## config.mk

```make
export PLATFORM = sky130hd
export DESIGN_NAME = rns_base_ext_arbiter
export DESIGN_NICKNAME = d
export VERILOG_FILES = /design/src/rtl/rns_base_ext_arbiter.sv
export SDC_FILE = /design/constraint.sdc
export NUM_CORES = 1
export LEC_CHECK = 0
export ABC_AREA = 1
export BUFFER_PORTS_ARGS = -buffer_cell sky130_fd_sc_hd__buf_2
export CAP_MARGIN = 10
export CORE_ASPECT_RATIO = 0.9
export CORE_MARGIN = 3
export CORE_UTILIZATION = 39
export CTS_CLUSTER_DIAMETER = 200
export DETAILED_ROUTE_END_ITERATION = 6
export PLACE_DENSITY = 0.74
export SLEW_MARGIN = 15
export SYNTH_ARGS = -nofsm -noshare
export SYNTH_HDL_FRONTEND = slang
export SYNTH_SLANG_ARGS = --single-unit
export TNS_END_PERCENT = 50
```

## constraint.sdc

```tcl
create_clock -name clk -period 2.1 [get_ports clk]
set_clock_uncertainty 0.15 [all_clocks]
set_input_delay 0.21 -clock clk [delete_from_list [all_inputs] [get_ports clk]]
set_output_delay 0.21 -clock clk [all_outputs]
set_load 0.1 [all_outputs]
```

## src/rtl/rns_base_ext_arbiter.sv

```systemverilog
// Round-robin arbiter feeding a shared combinational base-extension unit
// through a two-stage (S1 operand / S2 result) pipeline with backpressure.
module rns_base_ext_arbiter #(
  parameter int N_REQ = 4,
  parameter int TAG_W = 2,
  parameter int CNT_W = 16
) (
  input  logic               clk,
  input  logic               rst,
  input  logic [N_REQ-1:0]   req_valid,
  output logic [N_REQ-1:0]   req_ready,
  input  logic [5*N_REQ-1:0] req_r1,
  input  logic [5*N_REQ-1:0] req_r2,
  input  logic [6*N_REQ-1:0] req_r3,
  output logic [4:0]         be_r1,
  output logic [4:0]         be_r2,
  output logic [5:0]         be_r3,
  input  logic [6:0]         be_out,
  output logic               out_valid,
  input  logic               out_ready,
  output logic [6:0]         out_data,
  output logic [TAG_W-1:0]   out_tag,
  output logic               out_err,
  output logic [CNT_W-1:0]   issue_cnt,
  output logic               idle
);

  logic             s1_valid;
  logic [TAG_W-1:0] s1_tag;
  logic             s1_err;
  logic [TAG_W-1:0] ptr;

  logic             s1_en;
  logic             s2_en;
  logic             grant_found;
  logic [TAG_W-1:0] grant_idx;
  int unsigned      lane;
  logic             accept;
  logic [4:0]       sel_r1;
  logic [4:0]       sel_r2;
  logic [5:0]       sel_r3;
  logic             sel_err;

  assign s2_en = !out_valid || out_ready;
  assign s1_en = !s1_valid || s2_en;

  // Rotating priority: scan from ptr upwards, wrapping at N_REQ.
  always_comb begin
    grant_found = 1'b0;
    grant_idx   = '0;
    lane        = 0;
    for (int unsigned k = 0; k < N_REQ; k++) begin
      lane = (int'(ptr) + k) % N_REQ;
      if (!grant_found && req_valid[lane]) begin
        grant_found = 1'b1;
        grant_idx   = TAG_W'(lane);
      end
    end
  end

  always_comb begin
    req_ready = '0;
    if (grant_found) req_ready[grant_idx] = s1_en;
  end

  assign accept  = grant_found && s1_en;
  assign sel_r1  = req_r1[int'(grant_idx)*5 +: 5];
  assign sel_r2  = req_r2[int'(grant_idx)*5 +: 5];
  assign sel_r3  = req_r3[int'(grant_idx)*6 +: 6];
  assign sel_err = (sel_r2 == 5'd31) || (sel_r3 == 6'd63);

  always_ff @(posedge clk) begin
    if (rst) begin
      s1_valid  <= 1'b0;
      be_r1     <= '0;
      be_r2     <= '0;
      be_r3     <= '0;
      s1_tag    <= '0;
      s1_err    <= 1'b0;
      out_valid <= 1'b0;
      out_data  <= '0;
      out_tag   <= '0;
      out_err   <= 1'b0;
      issue_cnt <= '0;
      ptr       <= '0;
    end else begin
      if (s1_en) begin
        s1_valid <= accept;
        if (accept) begin
          be_r1     <= sel_r1;
          be_r2     <= sel_r2;
          be_r3     <= sel_r3;
          s1_tag    <= grant_idx;
          s1_err    <= sel_err;
          ptr       <= TAG_W'((int'(grant_idx) + 1) % N_REQ);
          issue_cnt <= issue_cnt + CNT_W'(1);
        end
      end
      if (s2_en) begin
        out_valid <= s1_valid;
        if (s1_valid) begin
          out_data <= be_out;
          out_tag  <= s1_tag;
          out_err  <= s1_err;
        end
      end
    end
  end

  assign idle = !(|req_valid) && !s1_valid && !out_valid;

endmodule

```

-- Word level (Yosys, flattened, before mapping)
Cells that the tools add are included.
- $add $sub $neg: 5
- multipliers: 2
- magnitude comparators: 6
- eq/ne operators: 2
- shift-type cells: 3
- multiplexer cells: 19
- bitwise logic cells: 1
- reduce and logical (&&, ||, !) cells: 19
- operators by type and width (cell ; count):
    variable part select 20 x 32 -> 5 bit ; 1
    variable part select 24 x 6 -> 6 bit ; 1
    variable part select 20 x 6 -> 5 bit ; 1
    adder 16 x 1 -> 16 bit (second input constant) ; 1
    < comparator 2 x 3 -> 1 bit (second input constant) ; 5
    two-way mux 1 bit ; 9
    binary-select mux 1 bit (select 2 bit) ; 4
    two-way mux 2 bit ; 4
    logical AND 1 bit ; 7
    equality test 6 bit (second input constant) ; 1
    zero test 1 bit ; 6
    equality test 5 bit (second input constant) ; 1
    multiplier 2 x 3 -> 5 bit (second input constant) ; 1
    adder 2 x 1 -> 2 bit (second input constant) ; 2
    adder 2 bit (second input constant) ; 2
    bitwise AND 4 bit ; 1
    multiplier 2 x 2 -> 4 bit (second input constant) ; 1
    two-way mux 4 bit ; 1
    AND reduction 2 bit ; 2
    OR reduction 4 bit ; 1
    logical OR 1 bit ; 3
    demux 1 bit (select 2 bit) ; 1
    greater-or-equal comparator 2 x 1 -> 1 bit (second input constant) ; 1
- bits in registers: 49
- input bits: 78
- output and inout port bits: 48
- word-level logic and storage cells: 69

-- Depth between registers and ports, before layout
Gate-level depths: netlist of run 1.
- depth in word-level cells: 18
- gate-level depth with buffers: 20
- depth with buffers taken out: 19

-- Worst setup path before layout of run 1
Ideal clock, no wire load.
- path kind: flip-flop to output port
- start: register out_valid
- end: output port idle
- arrival time: 2870 ps
- required time: 1740 ps
- slack: -1130 ps
- cell stages (with the launch flop): 2
- path buffers: 0
- cells stage by stage: dfxtp_1 nor3_1
- longest elaborated chain between the ends: 2
- RTL lines (element ; line ; source):
    start, declared ; 19 ; output logic out_valid,
    start signal, assigned ; 100 ; out_valid <= s1_valid;
    zero test 1 bit ; 110 ; assign idle = !(|req_valid) && !s1_valid && !out_valid;
    logical AND 1 bit ; 110 ;
    end, declared ; 25 ; output logic idle
No other way between the ends.

-- Worst setup path after layout of run 1
- start: register ptr[1]
- end: output port req_ready[3]
- longest elaborated chain between the ends: 18
- elaborated cells between the ends (all ways): 32
- those cells by class: add/sub (3); order compare (2); mux (19); bitwise (1); reduce/logical (7)
- RTL lines (element ; line ; source):
    start, declared ; 31 ; logic [TAG_W-1:0] ptr;
    start signal, assigned ; 95 ; ptr <= TAG_W'((int'(grant_idx) + 1) % N_REQ);
    branches (longest 17 deep; another with < comparator 2 x 3 -> 1 bit) ; n/a ;
    two-way mux 4 bit * ; 63 ; if (grant_found) req_ready[grant_idx] = s1_en;
    end, declared ; 11 ; output logic [N_REQ-1:0] req_ready,
Every way passes the cells marked *. The select of a mux whose other input is x is not followed.

==> results of run 1 <==
## area by class of cell
class | instances | area [um2]
clock buffer | 5 | 68.8
clock inverter | 3 | 20.0
fill | 648 | 2640
inverter | 58 | 243
multi-input combinational | 314 | 1900
sequential | 49 | 1010
tap | 93 | 116
timing repair buffer | 171 | 1110
## synthesized netlist by cell type (all sizes together)
| cell type | number | area (um2) |
|---|---|---|
| a211oi | 1 | 7.51 |
| a21oi | 18 | 90.1 |
| a31oi | 1 | 6.26 |
| buf | 10 | 81.3 |
| clkbuf | 9 | 33.8 |
| clkinv | 1 | 3.75 |
| dfxtp | 49 | 981 |
| ha | 5 | 62.6 |
| inv | 57 | 221 |
| mux2i | 4 | 40.0 |
| nand2 | 122 | 488 |
| nand3 | 35 | 198 |
| nand4 | 16 | 121 |
| nor2 | 55 | 211 |
| nor3 | 9 | 55.1 |
| nor3b | 1 | 7.51 |
| o211ai | 15 | 113 |
| o21a | 1 | 7.51 |
| o21ai | 29 | 145 |
| o21bai | 2 | 15.0 |
## worst min-delay path by stage
stage | to | slack [ns]
after floorplan | be_r2[2]$_SDFFE_PP0P_ | 0.22
after global placement | issue_cnt[4]$_SDFFE_PP0P_ | 0.29
after detailed placement | out_tag[0]$_SDFFE_PP0P_ | 0.30
after CTS | out_data[6]$_SDFFE_PP0P_ | 0.01
after global routing | out_data[4]$_SDFFE_PP0P_ | 0.03
final | out_data[1]$_SDFFE_PP0P_ | 0.009
## per-stage QoR
stage	setup slack [ns]	total power [mW]	cell area (um2)	TNS, ns
2_1_floorplan	-0.250	5.47	3000	-1.17
3_3_place_gp	-0.0613	7.10	3990	-0.330
3_5_place_dp	-0.168	7.19	3990	-1.38
4_1_cts	-0.341	8.34	4260	-4.06
5_1_grt	-0.449	9.45	4470	-6.97
6_report	-0.370	8.87	4470	-4.08
## critical path: stages, from the launching register on
cell and delay [ns]:
dfxtp_2 0.38, inv_2 0.08, nand2_1 0.12, nand2_4 0.08, nand2_2 0.09, nand2_2 0.08
nor2_4 0.12, nand2_1 0.08, nand3_2 0.09, nand2_4 0.11, inv_8 0.09, ha_4 0.13
nand2_4 0.05, nor2_4 0.11, buf_12 0.18
## where the power goes
group	switching [mW]	internal, mW
combinational	4.42	2.59
sequential	0.138	1.14
clock	0.338	0.238
total	4.90	3.97
## cell families (layout without fill, tap and decap cells)
kind of cell               after synthesis  after routing
adders and majority gates                5              5
DFF                                     49             49
and+or+nand+nor                        238            238
buffers and inverters                   77            237
muxes                                    4              4
AOI/OAI and AO/OA                       67             67
## flip-flops by register name, summed over array words and instances (netlist names), 2 cells and up
register and flops:
out_tag 2, s1_tag 2, be_r2 5, be_r1 5
issue_cnt 16, ptr 2, out_data 7, be_r3 6
## timing repair
item | CTS | global route
gates resized for setup | 40 | 57
endpoints found under the setup margin | 20 | 29
pin swaps | 24 | 13
setup buffers | 10 | 1
## metal layers
layer / GRT usage / routed length (um)
met5: 0 / 7
met3: 0.0478 / 707
met1: 0.268 / 4070
met2: 0.392 / 4720
met4: 0.0395 / 65
## placed cells by master (no fill, tap or decap), drive strengths merged, types with 2 or more instances in the layout
master    n
nand2   122
dfxtp    49
nor2     55
o211ai   15
ha        5
o21ai    29
mux2i     4
nor3      9
buf     171
clkbuf    5
nand4    16
o21bai    2
nand3    35
inv      59
clkinv    2
a21oi    18
==> results.toml, run 1 <==
[cts]
path_clk_slew_ns = 0.10
clk_latency_ns = 0.30
cts.sinks = 49
htreeDepth = 2
cts_buffer_depth = 2
cts.hold.buffers_added = 0
cts-buffers-inserted = 5
cts_root_buf = "clkbuf_8"
cts_tree = "done"

[status]
violations = "negative setup slack"
status = "complete, but fails checks"

[worst_setup_path]
reg2regPathDepth = 20
critPathCaptureType = "output port"
crit_path_end = "req_ready[3]"
r2r_end = "s1_err$_SDFFE_PP0P_"
worstPathRequired_ns = 1.74
ff2ff_setup_slack_ns = -0.25
crit_type = "register to output port"
arrival_ns = 2.11
worstSetupStartpointType = "register"
path_max_fanout = 5
crit_start = "ptr[1]$_SDFFE_PP0P_"
r2r-start = "ptr[1]$_SDFFE_PP0P_"

[hold_path]
worst_hold_startpoint = "be_out[1]"
hold_depth = 3
worst_hold_path_type = "input port to register"

[sta]
finalHoldViolations = 0
hold_ws_ns = 0.00886
drv_slew = 0
setup_viol = 21
slew_headroom = 0.665
rsz0062_at_grt = "yes"
clock.fmax_ghz = 0.405
post-route-min-period_ns = 2.47
worst_pin_slew_ns = 0.506
finalCritPeriodShare = 1.18
fin_ws_ns = -0.370

[logic_synthesis]
ys_types = 35
ys_warn_count = 0
post_synth.cell_area_avg_um2 = 6.57
ys_seq_elements = 49
synth_cells = 440
synthSimpleGateAreaFrac = 0.374
synthesis.nets = 523
synth_top_family_by_area = "simple AND/OR/NAND/NOR gates"
seq_area_frac_synth = 0.340
synthAdderAreaFrac = 0.0217
syn_area_mm2 = 0.00289
synth-xor-area-share = 0
synth_compound_area_frac = 0.133
synthMuxAreaShare = 0.0139

[routing]
vias = 3470
drc_errors = 0
dr.first_iter.drc_count = 110
routed_wl_mm = 9.57
routedWlPerCell_um = 13.8
vias_per_cell = 5.01
drt_first_pass_iters = 5
ant_nets = 0

[place]
placedCellCount = 674
dp_hpwl_mm = 7.20
port_buffers = 125
gp_congestion = 0.903

[global_route]
grt_pass1_vias = 3286
grt_max_degree = 24
grt_overflow = 0
grt_pass1_wl_mm = 15.2
grt_use_total = 0.216
antenna_found_initial = 1

[run]
drv_cap = 0

[floorplan]
rows = 29
die_w_um = 96.7
chipHeight_um = 87.7
core_mm2 = 0.00711
dieArea_mm2 = 0.00848
ioPinCount = 126
start_util = 0.406

[pwr]
p_leak_nw = 2.31
ir_drop_v = 0.00115
power_density_mw_per_mm2 = 1980

[cells_and_area]
finalNonFillerCells = 693
drive_above_1_share = 0.470
area_growth_pct = 54.7
nets = 682
n_antenna_cell = 0
post-route-util = 0.629
(Power assumes the default switching activity.)
==> run 2, diff against run 1 <==
- BUFFER_PORTS_ARGS: -buffer_cell sky130_fd_sc_hd__buf_2 -> -buffer_cell sky130_fd_sc_hd__clkbuf_2
- HOLD_SLACK_MARGIN: default -> 0.08
==> results.toml, run 2 (synthesis gave the netlist of run 1 again) <==
[floorplan]
chipHeight_um = 87.7
rows = 29
start_util = 0.406
ioPinCount = 126
die_w_um = 96.7
core_mm2 = 0.00711
dieArea_mm2 = 0.00848

[hold_path]
worst_hold_path_type = "input port to register"
min_to = "be_r1[4]$_SDFFE_PP0P_"
worst_hold_startpoint = "req_r1[9]"
hold_depth = 5

[cts]
clk_latency_ns = 0.31
cts.sinks = 49
cts_root_buf = "clkbuf_8"
cts_buffer_depth = 2
cts_tree = "done"
htreeDepth = 2
cts-buffers-inserted = 5
path_clk_slew_ns = 0.10

[cells_and_area]
area_growth_pct = 56.3
regArea_mm2 = 0.00101
finalNonFillerCells = 698
finalInstanceArea_mm2 = 0.00451
post-route-util = 0.635
layout_commonest_cell = "clkbuf_2"
drive_above_1_share = 0.428
regMostFlops = "issue_cnt"
top_regs = "issue_cnt: 16 flops, out_data: 7 flops, be_r3: 6 flops"
largest_reg_flops = 16
multi_input_area_mm2 = 0.00181
n_antenna_cell = 0
final_cell_mix = "clkbuf_2 (120), nand2_1 (89), inv_1 (49)"
nFillCells = 654
nets = 687

[worst_setup_path]
slowest_delay_ns = 0.43
worstPathCellList = "inv_8, nand2_2, nand2_4, nand2_2, nand2_2, nor2_4, nand3_2, nand3_2, nand2_4, inv_8, ha_4, nand2_4, nor2_4, buf_12"
crit_type = "register to output port"
r2r_end = "s1_err$_SDFFE_PP0P_"
reg2regPathDepth = 20
worstPathRequired_ns = 1.74
cp_num_buf_inv = 3
ff2ff_setup_slack_ns = -0.32
arrival_ns = 2.12
path_max_fanout = 9
worstSetupStartpointType = "register"
cp_top_family = "simple AND/OR/NAND/NOR gates"
critPathCaptureType = "output port"
r2r-start = "ptr[0]$_SDFFE_PP0P_"
critPathSlowestCell = "dfxtp_4"

[sta]
post-route-min-period_ns = 2.48
rsz0062_at_grt = "yes"
drv_slew = 0
worst_pin_slew_ns = 0.563
finalCritPeriodShare = 1.18
slew_headroom = 0.626
setup-tns-final_ns = -4.87
fin_ws_ns = -0.380
clock.fmax_ghz = 0.403
finalHoldViolations = 0
setup_viol = 21

[pwr]
ir_drop_v = 0.00133
p_int_mw = 4.09
p_clk_frac = 0.082
p_leak_nw = 2.32
power_mw = 8.83
switchingPower_mw = 4.74
power_density_mw_per_mm2 = 1960
seqPwrFrac = 0.145
pwr-share-comb = 0.773
p_sw_frac = 0.537

[global_route]
grt_max_degree = 25
grt_overflow = 0
antenna_found_initial = 0
grt_pass1_vias = 3354
grt_use_total = 0.220
grt_pass1_wl_mm = 15.3

[place]
gp_congestion = 0.963
placedCellCount = 673
place_area_mm2 = 0.00401
dp_hpwl_mm = 7.30
port_buffers = 125

[routing]
ant_nets = 0
routedWlPerCell_um = 13.5
drt_first_pass_iters = 4
vias_per_cell = 4.98
dr.first_iter.drc_count = 76
routed_wl_mm = 9.43
drc_errors = 0
vias = 3476

[run]
drv_cap = 0

[status]
status = "complete, but fails checks"
violations = "negative setup slack"
-- run 2: changes by cell type in the layout (fill, tap and decap cells not counted), moves of 2 or more --
cell           change
buf_12             +3
dlygate4sd3_1      +8
inv_4              -2
nand2_2           -12
buf_4              -3
nand3_2            -7
buf_2            -121
buf_6              -3
clkbuf_16          +2
nand2_1           +12
inv_2              +2
clkbuf_2         +120
nand3_1            +7
-- run 2: what timing repair did --
| item | CTS | global route |
|---|---|---|
| hold buffers | 8 | 0 |
| gates cloned | 0 | 0 |
| endpoints found under the hold margin | 8 | 0 |
| gates resized for setup | 43 | 30 |
| pin swaps | 12 | 15 |
| endpoints found under the setup margin | 21 | 27 |
| buffers inserted | 7 | 2 |
-- run 2: final cells by class --
type | instances | share of cell area
Clock inverter | 1 | 0.00194
Inverter | 58 | 0.0532
Clock buffer | 7 | 0.0263
Tap cell | 93 | 0.0258
Sequential cell | 49 | 0.224
Timing Repair Buffer | 176 | 0.267
Multi-Input combinational cell | 314 | 0.402
-- run 2: power groups by stage --
stage | clock [mW] | sequential [mW] | combinational (mW)
2_1_floorplan | 0 | 2.31 | 3.16
3_3_place_gp | 0 | 1.29 | 5.80
3_5_place_dp | 0 | 1.29 | 5.90
4_1_cts | 0.746 | 1.27 | 6.52
5_1_grt | 0.780 | 1.31 | 7.28
6_report | 0.723 | 1.28 | 6.82
-- run 2: metal layers --
| layer | up-vias | wire length [um] | track usage |
|---|---|---|---|
| met1 | 1559 | 4040 | 0.269 |
| li1 | 1748 | - | - |
| met2 | 151 | 4540 | 0.392 |
| met3 | 18 | 647 | 0.0462 |
| met5 | - | 0 | 0 |
| met4 | 0 | 207 | 0.0676 |
-- run 2: stage by stage --
stage          hold slack (ns)  worst slack [ns]
2_1_floorplan            0.220            -0.250
3_3_place_gp             0.296           -0.0559
3_5_place_dp             0.302            -0.158
4_1_cts                  0.111            -0.340
5_1_grt                  0.129            -0.491
6_report                 0.120            -0.380
-- run 2: how the worst max path moves through the flow --
stage | to | start | slack, ns | cells after the start
finish | req_ready[3] | ptr[0]$_SDFFE_PP0P_ | -0.38 | 14
global route | req_ready[2] | ptr[0]$_SDFFE_PP0P_ | -0.49 | 14
CTS | req_ready[0] | ptr[0]$_SDFFE_PP0P_ | -0.34 | 14
detailed placement | s1_err$_SDFFE_PP0P_ | ptr[0]$_SDFFE_PP0P_ | -0.16 | 17
global placement | req_ready[3] | ptr[1]$_SDFFE_PP0P_ | -0.06 | 14
floorplan | req_ready[2] | ptr[0]$_SDFFE_PP0P_ | -0.25 | 15
-- run 2: worst reg2reg max path: stages, from the launching register on --
cell and delay, ns:
dfxtp_4 0.43, inv_8 0.06, nand2_2 0.09, nand2_4 0.08, nand2_1 0.10, nand2_2 0.07, nand2_2 0.09, nand2_2 0.07
nand2_4 0.08, nand3_4 0.11, buf_4 0.16, buf_4 0.14, buf_12 0.14, nand2_1 0.08, nand3_1 0.08, nand2_1 0.09
nor2_1 0.05, nand3_1 0.08, nand3_1 0.07, nand2_1 0.06, inv_1 0.03
